--- src/rtl/fifo_rd_streamer_pkg.sv ---
// Shared types and constants for the FIFO read-side streamer.
//   FIFO_WIDTH_DEF : default data width, matching the upstream FIFO data_out
//   SKID_DEPTH     : entries in the elastic buffer behind the FIFO read port
//   fifo_word_t    : one FIFO word at the default width
//   occ_next()     : buffer occupancy after a push and/or pop
package fifo_rd_streamer_pkg;

  localparam int unsigned FIFO_WIDTH_DEF = 16;
  localparam int unsigned SKID_DEPTH     = 2;

  typedef logic [FIFO_WIDTH_DEF-1:0] fifo_word_t;

  function automatic logic [1:0] occ_next(input logic [1:0] occ,
                                          input logic       push,
                                          input logic       pop);
    return occ + {1'b0, push} - {1'b0, pop};
  endfunction

endpackage

--- src/rtl/stream_skid_buf.sv ---
// Two-entry FIFO-ordered elastic buffer with occupancy count.
// Ports:
//   clk       : clock, rising edge
//   rst_n     : synchronous reset, active-HIGH (1 = reset)
//   push      : write push_data at the tail this cycle
//   push_data : word to append
//   pop       : drop the head entry this cycle (only legal while occ != 0)
//   occ       : number of valid entries, 0..2
//   head_data : oldest entry; 0 after reset
module stream_skid_buf
  import fifo_rd_streamer_pkg::*;
#(
  parameter int unsigned Width = FIFO_WIDTH_DEF
) (
  input  logic             clk,
  input  logic             rst_n,
  input  logic             push,
  input  logic [Width-1:0] push_data,
  input  logic             pop,
  output logic [1:0]       occ,
  output logic [Width-1:0] head_data
);

  logic [Width-1:0] mem_q [SKID_DEPTH];
  logic [Width-1:0] mem_d [SKID_DEPTH];
  logic [1:0]       occ_q, occ_d;

  always_comb begin
    mem_d = mem_q;
    occ_d = occ_next(occ_q, push, pop);
    case ({push, pop})
      // Tail slot is entry 0 when empty, entry 1 when one word is held.
      2'b10: mem_d[occ_q[0]] = push_data;
      2'b01: mem_d[0] = mem_q[1];
      2'b11: begin
        if (occ_q == 2'd2) begin
          mem_d[0] = mem_q[1];
          mem_d[1] = push_data;
        end else begin
          mem_d[0] = push_data;
        end
      end
      default: ;
    endcase
  end

  always_ff @(posedge clk) begin
    if (rst_n) begin
      occ_q    <= 2'd0;
      mem_q[0] <= '0;
      mem_q[1] <= '0;
    end else begin
      occ_q <= occ_d;
      mem_q <= mem_d;
    end
  end

  assign occ       = occ_q;
  assign head_data = mem_q[0];

`ifndef SYNTHESIS
  always_ff @(posedge clk) begin
    if (!rst_n) begin
      assert (occ_q <= 2'(SKID_DEPTH));
      assert (!(push && (occ_q == 2'(SKID_DEPTH)) && !pop));
    end
  end
`endif

endmodule

--- src/rtl/fifo_rd_streamer.sv ---
// Drains a synchronous FIFO (1-cycle read latency) into a valid/ready stream
// through a 2-entry elastic buffer, and frames beats into fixed-length bursts.
// Ports:
//   clk        : clock, rising edge
//   rst_n      : synchronous reset, active-HIGH (1 = reset)
//   fifo_empty : FIFO empty flag
//   fifo_data  : FIFO data_out, valid the cycle after fifo_rd_en
//   fifo_rd_en : FIFO read enable (combinational)
//   m_valid    : stream valid
//   m_ready    : stream ready from sink
//   m_data     : stream data (buffer head)
//   m_last     : final beat of the current burst
//   beat_cnt   : beats already accepted in the current burst
module fifo_rd_streamer
  import fifo_rd_streamer_pkg::*;
#(
  parameter int unsigned FIFO_WIDTH = FIFO_WIDTH_DEF,
  parameter int unsigned BURST_LEN  = 4
) (
  input  logic                  clk,
  input  logic                  rst_n,
  input  logic                  fifo_empty,
  input  logic [FIFO_WIDTH-1:0] fifo_data,
  output logic                  fifo_rd_en,
  output logic                  m_valid,
  input  logic                  m_ready,
  output logic [FIFO_WIDTH-1:0] m_data,
  output logic                  m_last,
  output logic [7:0]            beat_cnt
);

  localparam logic [7:0] LastBeat = 8'(BURST_LEN - 1);

  logic       inflight_q, inflight_d;
  logic [7:0] beat_cnt_q, beat_cnt_d;
  logic [1:0] occ;
  logic       pop;
  logic [2:0] committed;

  stream_skid_buf #(
    .Width(FIFO_WIDTH)
  ) u_skid (
    .clk      (clk),
    .rst_n    (rst_n),
    .push     (inflight_q),
    .push_data(fifo_data),
    .pop      (pop),
    .occ      (occ),
    .head_data(m_data)
  );

  always_comb begin
    // Outputs are gated during reset so nothing is offered or read that cycle.
    m_valid = !rst_n && (occ != 2'd0);
    pop     = m_valid && m_ready;
    // Buffer slots already spoken for next cycle: held words, plus the word
    // arriving from the FIFO, minus the one leaving now.
    committed  = {1'b0, occ} + {2'b00, inflight_q} - {2'b00, pop};
    fifo_rd_en = !rst_n && !fifo_empty && (committed < 3'd2);
    inflight_d = fifo_rd_en;
    m_last     = m_valid && (beat_cnt_q == LastBeat);
    beat_cnt_d = beat_cnt_q;
    if (pop) begin
      beat_cnt_d = (beat_cnt_q == LastBeat) ? 8'd0 : beat_cnt_q + 8'd1;
    end
  end

  always_ff @(posedge clk) begin
    if (rst_n) begin
      inflight_q <= 1'b0;
      beat_cnt_q <= 8'd0;
    end else begin
      inflight_q <= inflight_d;
      beat_cnt_q <= beat_cnt_d;
    end
  end

  assign beat_cnt = beat_cnt_q;

endmodule

--- config.mk ---
export PLATFORM = sky130hd
export DESIGN_NAME = fifo_rd_streamer
export DESIGN_NICKNAME = d
export VERILOG_FILES = /design/src/rtl/fifo_rd_streamer_pkg.sv /design/src/rtl/stream_skid_buf.sv /design/src/rtl/fifo_rd_streamer.sv
export SDC_FILE = /design/constraint.sdc
export NUM_CORES = 1
export LEC_CHECK = 0
export BUFFER_PORTS_ARGS = -buffer_cell sky130_fd_sc_hd__buf_2
export CAP_MARGIN = 20
export CORE_MARGIN = 2
export CORE_UTILIZATION = 26
export CTS_CLUSTER_DIAMETER = 150
export DETAILED_ROUTE_END_ITERATION = 8
export PLACE_DENSITY_LB_ADDON = 0.2
export SLEW_MARGIN = 20
export SYNTH_ARGS = -nofsm -noshare
export SYNTH_HDL_FRONTEND = slang
export SYNTH_HIERARCHICAL = 1
export SYNTH_SLANG_ARGS = --single-unit
--- constraint.sdc ---
create_clock -name clk -period 2.4 [get_ports clk]
set_input_delay 0.24 -clock clk [delete_from_list [all_inputs] [get_ports clk]]
set_output_delay 0.24 -clock clk [all_outputs]
set_load 0.01 [all_outputs]
==> impl_metrics.env, run 1 <==
export IMPL_status="finished clean"
export IMPL_wl_mm=5.71
export IMPL_area_delta_synth_final_pct=15.7
export IMPL_peakVddDrop_mv=0.208
export IMPL_p_int_mw=1.45
export IMPL_dr_pass1_iters=4
export IMPL_antenna_found_initial=0
export IMPL_tightest_slew_ns=0.623
export IMPL_ys_seq_elements=43
export IMPL_synth_warnings=6
export IMPL_grt_pass1_vias=1887
export IMPL_synth_area_sq_um=2250
export IMPL_io_buffers=46
export IMPL_drc=0
export IMPL_cp_max_fo=2
export IMPL_finalSetupViolCount=0
export IMPL_slew_violations=0
export IMPL_die_h_um=96.9
export IMPL_grt_pass1_wl_mm=9.43
export IMPL_p_clk_frac=0.207
export IMPL_die_width_um=96.9
export IMPL_cts_tree="yes"
export IMPL_final_period_utilization=0.976
export IMPL_initial_core_util=0.271
export IMPL_reg2reg_to="u_skid/head_data[2]"
export IMPL_dp_hpwl_mm=3.76
export IMPL_maxSlewHeadroom=0.585
export IMPL_maxCapViolations=0
export IMPL_io_pin_count=47
export IMPL_cts_root_buf="clkbuf_8"
export IMPL_min_from="fifo_empty"
export IMPL_synth_distinct_cells=39
export IMPL_leakage_nw=1.01
export IMPL_antenna_left=0
export IMPL_antenna_cells=0
export IMPL_rsz0062_at_grt="true"
export IMPL_clkSinkCount=43
export IMPL_whs_path_depth=2
export IMPL_fmax_ghz=0.427
export IMPL_hold_end="inflight_q"
export IMPL_switchingPower_mw=0.885
export IMPL_wl_per_cell_um=14.3
export IMPL_final_nets=322
export IMPL_yosysSeqAreaShare=0.383
export IMPL_std_cell_rows=33
export IMPL_first_iter_violations=82
export IMPL_power_density_nw_per_um2=900
export IMPL_grt_start_max_net_pins=42
export IMPL_worstHoldPathType="input port to flip-flop"
export IMPL_grt_overflow=0
export IMPL_start_kind="flip-flop"
export IMPL_p_total_mw=2.34
export IMPL_skew_ns=0.00700
export IMPL_cts_hold_buf=0
export IMPL_swShare=0.378
export IMPL_pwr_share_comb=0.379
export IMPL_numCtsBuffers=5
export IMPL_fin_area_sq_um=2600
export IMPL_path_class="flip-flop to primary output"
export IMPL_syn_num_nets=292
export IMPL_arrival_ns=2.10
export IMPL_finalWeightedCongestion=0.719
export IMPL_vias=2047
export IMPL_clock_latency_ns=0.30
export IMPL_avgViaCountPerCell=5.13
export IMPL_coreArea_sq_um=8300
export IMPL_clockBufferDepth=2
export IMPL_drive_above_1_share=0.265
export IMPL_crit_path_end_kind="primary output"
export IMPL_dieArea_sq_um=9400
export IMPL_required_ns=2.16
export IMPL_r2r_cells=8
export IMPL_hold_slack_ns=0.123
export IMPL_finalHoldViolations=0
export IMPL_grtUsageTotal=0.120
export IMPL_synthCells=263
export IMPL_syn_mean_instance_area_sq_um=8.54
export IMPL_h_tree_depth=2
export IMPL_r2r_start="u_skid/occ[1]"
export IMPL_clk_pin_slew_ns=0.09
export IMPL_placed_area_sq_um=2470
export IMPL_fin_crit_ns=2.34
export IMPL_final_core_util=0.313
export IMPL_seqPwrFrac=0.414
export IMPL_r2r_slack_ns=0.46
==> cells in the mapped netlist, drive strengths merged <==
library cell / number / area [sq um]
dfxtp: 43 / 861
a21oi: 38 / 190
nand3: 35 / 175
o21ai: 34 / 170
buf: 27 / 196
a311oi: 16 / 140
clkbuf: 9 / 35.0
ha: 8 / 100
inv: 8 / 30.0
nor2: 4 / 15.0
and3: 3 / 18.8
nand2b: 3 / 18.8
nor3: 3 / 15.0
nor4b: 3 / 26.3
o31ai: 3 / 22.5
or4: 3 / 22.5
a31oi: 2 / 12.5
and3b: 2 / 18.8
nand3b: 2 / 18.8
nor4: 2 / 12.5
o21bai: 2 / 37.5
xor2: 2 / 17.5
a2111oi: 1 / 8.76
a211oi: 1 / 7.51
a21o: 1 / 7.51
a41o: 1 / 10.0
a41oi: 1 / 8.76
and2: 1 / 6.26
fa: 1 / 20.0
nand2: 1 / 3.75
nand4: 1 / 6.26
nor2b: 1 / 6.26
or3: 1 / 6.26
==> final cells by class <==
| type | count | area [sq um] |
|---|---|---|
| Clock inverter | 3 | 25.0 |
| Sequential cell | 43 | 866 |
| Fill cell | 879 | 5700 |
| Clock buffer | 5 | 68.8 |
| Inverter | 8 | 30.0 |
| Multi-Input combinational cell | 176 | 1150 |
| Timing Repair Buffer | 59 | 328 |
| Tap cell | 105 | 131 |
==> per-layer routing <==
metal / wire length [um] / vias up / GRT usage / share of wire
li1: - / 1034 / - / -
met1: 2770 / 968 / 0.159 / 0.49
met2: 2620 / 43 / 0.199 / 0.46
met3: 289 / 2 / 0.0289 / 0.051
met4: 30 / 0 / 0.0293 / 0.0053
met5: 0 / - / 0 / 0
==> cell families after synthesis <==
| family | count (synthesis) | share of synthesized area |
|---|---|---|
| AOI/OAI and AO/OA | 100 | 0.274 |
| adders and majority gates | 9 | 0.0535 |
| buffers and inverters | 44 | 0.116 |
| and+or+nand+nor | 65 | 0.165 |
| DFF | 43 | 0.383 |
| xor gates and xnor gates | 2 | 0.00780 |
==> worst max-delay path, cell delays in order (launching register included) <==
cell	delay, ns
dfxtp_2	0.35
o21bai_4	0.14
nor2_2	0.05
ha_1	0.26
nand2b_4	0.14
fa_2	0.35
xor2_2	0.16
nor4b_2	0.19
buf_2	0.16
==> flip-flops by register name (all words and copies together), names as in the netlist <==
register / cells
u_skid/occ: 2
beat_cnt: 8
u_skid/head_data: 16
inflight_q: 1
u_skid/mem_q: 16
==> power by group through the flow <==
stage	registers [mW]	logic [mW]	clock network (mW)
after detailed placement	0.991	0.853	0
after global routing	0.990	1.00	0.531
after global placement	0.986	0.851	0
final	0.968	0.886	0.485
after CTS	0.971	0.897	0.506
after floorplan	0.974	0.714	0
==> timing repair <==
action / 4_1_cts / 5_1_grt
resized for setup: 5 / 0
pin swaps: 3 / 1
setup buffers: 2 / 0
endpoints found under the setup margin: 1 / 1
endpoints found under the hold margin: 0 / 0
==> worst max-delay path by stage <==
stage | start | cells after the start | slack (ns) | to
after floorplan | u_skid/occ[1] | 8 | 0.008 | fifo_rd_en
after global placement | u_skid/occ[0] | 8 | 0.22 | fifo_rd_en
after detailed placement | u_skid/occ[0] | 8 | 0.20 | fifo_rd_en
after CTS | u_skid/occ[1] | 8 | 0.004 | fifo_rd_en
after global routing | u_skid/occ[0] | 8 | -0.03 | fifo_rd_en
final | u_skid/occ[1] | 8 | 0.06 | fifo_rd_en
==> cell usage in the layout (no fill, tap or decap), drive strengths merged, types with 2 or more instances in the layout <==
| cell | count |
|---|---|
| a21oi | 38 |
| a311oi | 16 |
| a31oi | 2 |
| and3 | 3 |
| and3b | 2 |
| buf | 59 |
| clkbuf | 5 |
| clkinv | 2 |
| dfxtp | 43 |
| ha | 8 |
| inv | 8 |
| nand2b | 3 |
| nand3 | 35 |
| nand3b | 2 |
| nor2 | 4 |
| nor3 | 3 |
| nor4 | 2 |
| nor4b | 3 |
| o21ai | 34 |
| o21bai | 2 |
| o31ai | 3 |
| or4 | 3 |
| xor2 | 2 |
==> metrics by stage <==
step / TNS, ns / cells / setup WS, ns
CTS: 0 / 399 / 0.00447
finish: 0 / 399 / 0.0577
floorplan: 0 / 263 / 0.00840
global placement: 0 / 389 / 0.224
global route: -0.0265 / 399 / -0.0265
detailed placement: 0 / 389 / 0.197
(Power assumes the default switching activity.)
==> inputs of run 2 (changes only) <==
--- a/config.mk
+++ b/config.mk
@@ -9,6 +9,7 @@
 export CAP_MARGIN = 20
 export CORE_MARGIN = 2
 export CORE_UTILIZATION = 26
+export CTS_BUF_LIST = sky130_fd_sc_hd__clkbuf_16
 export CTS_CLUSTER_DIAMETER = 150
 export DETAILED_ROUTE_END_ITERATION = 8
 export PLACE_DENSITY_LB_ADDON = 0.2
==> run 2 against run 1 <==
  * Final cell count increased by 0.25%
  * Sequential power is essentially flat
  * Clock-buffer cell count did not move
  * Global-route usage barely moved
  * Largest power group unchanged
  * Final area up 2.5%
  * Register-to-register slack better by 0.02 ns
  * Highest routed layer unchanged
  * Critical path depth unchanged
  * Sequential share of layout area shrank 0.80 points
  * Hold slack better by 0.018 ns
  * Setup slack improved by 0.0092 ns
  * First-iteration DRC count fell by 8.5%
==> impl_metrics.env, run 2 (synthesis results as in run 1) <==
export IMPL_drc=0
export IMPL_cts_root_buf="clkbuf_16"
export IMPL_dr_pass1_iters=4
export IMPL_area_delta_synth_final_pct=18.6
export IMPL_dp_hpwl_mm=3.76
export IMPL_finalSetupViolCount=0
export IMPL_crit_path_end_kind="primary output"
export IMPL_cp_slowest_cell="fa_2"
export IMPL_final_common_cell="buf_2"
export IMPL_antenna_cells=0
export IMPL_io_pin_count=47
export IMPL_power_density_nw_per_um2=959
export IMPL_worstPathCellList="o21bai_4, nor2_2, ha_1, nand2b_4, fa_2, xor2_2, nor4b_2, buf_2"
export IMPL_fin_crit_ns=2.33
export IMPL_wl_per_cell_um=14.2
export IMPL_clkSinkCount=43
export IMPL_skew_ns=0.00436
export IMPL_grt_pass1_vias=1873
export IMPL_crit_family="adder cells"
export IMPL_std_cell_rows=33
export IMPL_setup_tns_ns=0
export IMPL_final_nets=323
export IMPL_path_buf_inv=1
export IMPL_initial_core_util=0.271
export IMPL_grt_pass1_wl_mm=9.43
export IMPL_dieArea_sq_um=9400
export IMPL_maxCapViolations=0
export IMPL_path_class="flip-flop to primary output"
export IMPL_fin_cells=400
export IMPL_grtUsageTotal=0.120
export IMPL_cp_max_fo=2
export IMPL_peakVddDrop_mv=0.298
export IMPL_place_inst=389
export IMPL_die_width_um=96.9
export IMPL_worstHoldPathType="input port to flip-flop"
export IMPL_avgViaCountPerCell=5.13
export IMPL_die_h_um=96.9
export IMPL_maxSlewHeadroom=0.605
export IMPL_vias=2053
export IMPL_antenna_left=0
export IMPL_grt_overflow=0
export IMPL_numCtsBuffers=5
export IMPL_first_iter_violations=75
export IMPL_status="finished clean"
export IMPL_cts_tree="yes"
export IMPL_drive_above_1_share=0.268
export IMPL_required_ns=2.16
export IMPL_final_core_util=0.321
export IMPL_wl_mm=5.67
export IMPL_fmax_ghz=0.429
export IMPL_h_tree_depth=2
export IMPL_antenna_found_initial=0
export IMPL_clock_latency_ns=0.28
export IMPL_start_kind="flip-flop"
export IMPL_rsz0062_at_grt="true"
export IMPL_arrival_ns=2.09
export IMPL_finalWeightedCongestion=0.719
export IMPL_grt_start_max_net_pins=42
export IMPL_leakage_nw=1.04
export IMPL_clockBufferDepth=2
export IMPL_final_cell_mix="buf_2, dfxtp_1, a21oi_1"
export IMPL_tightest_slew_ns=0.591
export IMPL_clk_pin_slew_ns=0.07
export IMPL_finalHoldViolations=0
export IMPL_coreArea_sq_um=8300
export IMPL_final_period_utilization=0.972
export IMPL_slew_violations=0
export IMPL_slowest_delay_ns=0.37
export IMPL_io_buffers=46
## run 2: per-layer routing
layer  GRT usage  part of all wire
met1       0.158              0.47
met2       0.199              0.47
met3      0.0311             0.060
met4      0.0260            0.0053
met5           0                 0
## run 2: timing repair
| action | 4_1_cts | 5_1_grt |
|---|---|---|
| pin swaps | 0 | 3 |
| gates resized for setup | 2 | 3 |
| buffers inserted | 1 | 2 |
| hold buffers | 0 | 0 |
| setup endpoints to repair | 1 | 1 |
## run 2: power breakdown
| group | switching, mW | leakage, nW | internal, mW | total (mW) |
|---|---|---|---|---|
| clock network | 0.293 | 0.0700 | 0.389 | 0.682 |
| registers | 0.0939 | 0.351 | 0.875 | 0.968 |
| logic | 0.515 | 0.620 | 0.387 | 0.902 |
| total | 0.902 | 1.04 | 1.65 | 2.55 |
## run 2: final cells by class
class | count | area (sq um)
Sequential cell | 43 | 866
Inverter | 8 | 30.0
Timing Repair Buffer | 60 | 335
Tap cell | 105 | 131
Fill cell | 872 | 5640
Clock buffer | 5 | 125
Clock inverter | 3 | 25.0
Multi-Input combinational cell | 176 | 1150
## run 2: stage by stage
step           instance area [sq um]  hold slack [ns]  worst slack [ns]  power (mW)
2_1_floorplan                   2260            0.317           0.00840        1.69
3_3_place_gp                    2470            0.435             0.224        1.84
3_5_place_dp                    2470            0.440             0.197        1.84
4_1_cts                         2630            0.138            0.0144        2.55
5_1_grt                         2660            0.161          -0.00584        2.74
6_report                        2660            0.141            0.0669        2.55
## run 2: final timing paths
| path | from | to | slack, ns | cells past startpoint |
|---|---|---|---|---|
| max reg2reg | u_skid/occ[1] | inflight_q | 0.48 | 8 |
| max | u_skid/occ[1] | fifo_rd_en | 0.07 | 8 |
| min reg2reg | u_skid/mem_q[13] | u_skid/mem_q[13] | 0.46 | 2 |
| min | fifo_empty | inflight_q | 0.14 | 2 |
==> inputs of run 3 (changes only) <==
==> constraint.sdc (replaced) <==
create_clock -name clk -period 2.5 [get_ports clk]
set_input_delay 0.25 -clock clk [delete_from_list [all_inputs] [get_ports clk]]
set_output_delay 0.25 -clock clk [all_outputs]
set_load 0.01 [all_outputs]
==> run 3 against run 2 <==
  * Via count shrank 0.29%
  * Clock power shrank 3%
  * Clock skew grew 0.0016 ns
  * Global-route usage grew 0.65 points
  * Non-clock buffer count shrank 3
  * Critical path type unchanged
==> impl_metrics.env, run 3 (synthesis results as in run 1) <==
export IMPL_status="finished clean"
export IMPL_placed_area_sq_um=2460
export IMPL_tightest_slew_ns=0.635
export IMPL_rsz0062_at_grt="false"
export IMPL_clockBufferDepth=2
export IMPL_wl_mm=5.97
export IMPL_worstPathCellList="o21bai_4, nor2_2, ha_1, nand2b_4, fa_2, xor2_1, nor4b_2, buf_2"
export IMPL_dieArea_sq_um=9400
export IMPL_arrival_ns=2.15
export IMPL_grt_pass1_wl_mm=10.0
export IMPL_skew_ns=0.00592
export IMPL_r2r_slack_ns=0.48
export IMPL_slew_violations=0
export IMPL_post_place_ws_ns=0.254
export IMPL_multi_input_area_sq_um=1140
export IMPL_cts_tree="yes"
export IMPL_numCtsBuffers=5
export IMPL_grt_start_max_net_pins=42
export IMPL_fin_crit_ns=2.40
export IMPL_final_nets=320
export IMPL_avgViaCountPerCell=5.14
export IMPL_hold_slack_ns=0.169
export IMPL_timing_final_ws_setup_ns=0.0969
export IMPL_final_cell_mix="buf_2, dfxtp_1, a21oi_1"
export IMPL_crit_path_end_kind="primary output"
export IMPL_fin_area_sq_um=2630
export IMPL_final_period_utilization=0.961
export IMPL_regArea_sq_um=865
export IMPL_first_iter_violations=111
export IMPL_io_buffers=46
export IMPL_finalSetupViolCount=0
export IMPL_die_h_um=96.9
export IMPL_io_pin_count=47
export IMPL_wl_per_cell_um=15.0
export IMPL_clkSinkCount=43
export IMPL_cp_slowest_cell="dfxtp_4"
export IMPL_cp_startpoint="u_skid/occ[0]"
export IMPL_h_tree_depth=2
export IMPL_drive_above_1_share=0.253
export IMPL_r2r_start="u_skid/occ[1]"
export IMPL_drc=0
export IMPL_start_kind="flip-flop"
export IMPL_power_density_nw_per_um2=927
export IMPL_whs_path_depth=2
export IMPL_clk_pin_slew_ns=0.07
export IMPL_grtUsageTotal=0.127
export IMPL_slowest_delay_ns=0.36
export IMPL_coreArea_sq_um=8300
export IMPL_cp_max_fo=3
export IMPL_finalWeightedCongestion=0.724
export IMPL_dr_pass1_iters=4
export IMPL_vias=2047
export IMPL_r2r_cells=7
export IMPL_fmax_ghz=0.416
export IMPL_setup_tns_ns=0
export IMPL_grt_overflow=0
export IMPL_initial_core_util=0.271
export IMPL_area_delta_synth_final_pct=17.3
export IMPL_maxCapViolations=0
export IMPL_die_width_um=96.9
export IMPL_antenna_found_initial=0
export IMPL_min_from="fifo_empty"
export IMPL_leakage_nw=1.03
export IMPL_clock_latency_ns=0.28
export IMPL_dp_hpwl_mm=3.72
export IMPL_path_class="flip-flop to primary output"
export IMPL_required_ns=2.25
export IMPL_grt_pass1_vias=2000
export IMPL_maxSlewHeadroom=0.576
export IMPL_worstHoldPathType="input port to flip-flop"
export IMPL_cts_root_buf="clkbuf_16"
export IMPL_std_cell_rows=33
export IMPL_peakVddDrop_mv=0.260
export IMPL_finalHoldViolations=0
export IMPL_antenna_left=0
export IMPL_final_common_cell="buf_2"
export IMPL_fillers=886
[run 3: cell types whose count changed in the layout (fill, tap and decap cells not counted)]
cell / delta
xor2_2: -1
diode_2: +1
dfxtp_1: +1
xor2_1: +1
buf_4: -3
dfxtp_2: -1
[run 3: where the power goes]
part	total (mW)	switching, mW	leakage, nW	internal, mW
sequential	0.925	0.0872	0.350	0.838
clock	0.663	0.290	0.0700	0.374
combinational	0.853	0.503	0.605	0.350
total	2.44	0.880	1.03	1.56
[run 3: final cells by class]
class                      count  area share
tap                          105      0.0499
multi-input combinational    176       0.434
timing repair buffer          57       0.119
clock buffer                   5      0.0475
sequential                    43       0.328
inverter                       8      0.0114
antenna                        1    0.000950
clock inverter                 3     0.00950
[run 3: critical path: cells and delay by family, from the launching register on]
family / cells / cell delay [ns]
adders and majority gates: 2 / 0.60
DFF: 1 / 0.36
and+or+nand+nor: 3 / 0.41
xor gates and xnor gates: 1 / 0.19
buffers and inverters: 1 / 0.16
AOI/OAI and AO/OA: 1 / 0.15
[run 3: path summary, 6_finish.rpt]
check	end
setup / recovery	fifo_rd_en
hold / removal	inflight_q
setup reg to reg	u_skid/head_data[0]
hold reg to reg	u_skid/mem_q[13]
[run 3: layer usage]
| layer | GRT usage | vias up | wire length (um) |
|---|---|---|---|
| li1 | - | 1031 | - |
| met3 | 0.0325 | 2 | 282 |
| met1 | 0.165 | 971 | 2790 |
| met5 | 0 | - | 0 |
| met4 | 0.0260 | 0 | 30 |
| met2 | 0.213 | 43 | 2870 |
[run 3: through the flow]
step	power (mW)	utilization	instances
3_5_place_dp	1.78	0.297	388
2_1_floorplan	1.62	-	263
5_1_grt	2.62	0.317	397
4_1_cts	2.46	0.316	397
6_report	2.44	0.317	398
3_3_place_gp	1.76	0.297	388
[run 3: repair_timing]
| item | 4_1_cts | 5_1_grt |
|---|---|---|
| pin swaps | 0 | 0 |
| buffers inserted | 1 | 0 |
| gates resized for setup | 1 | 2 |
| hold buffers | 0 | 0 |
| endpoints found under the setup margin | 1 | 1 |
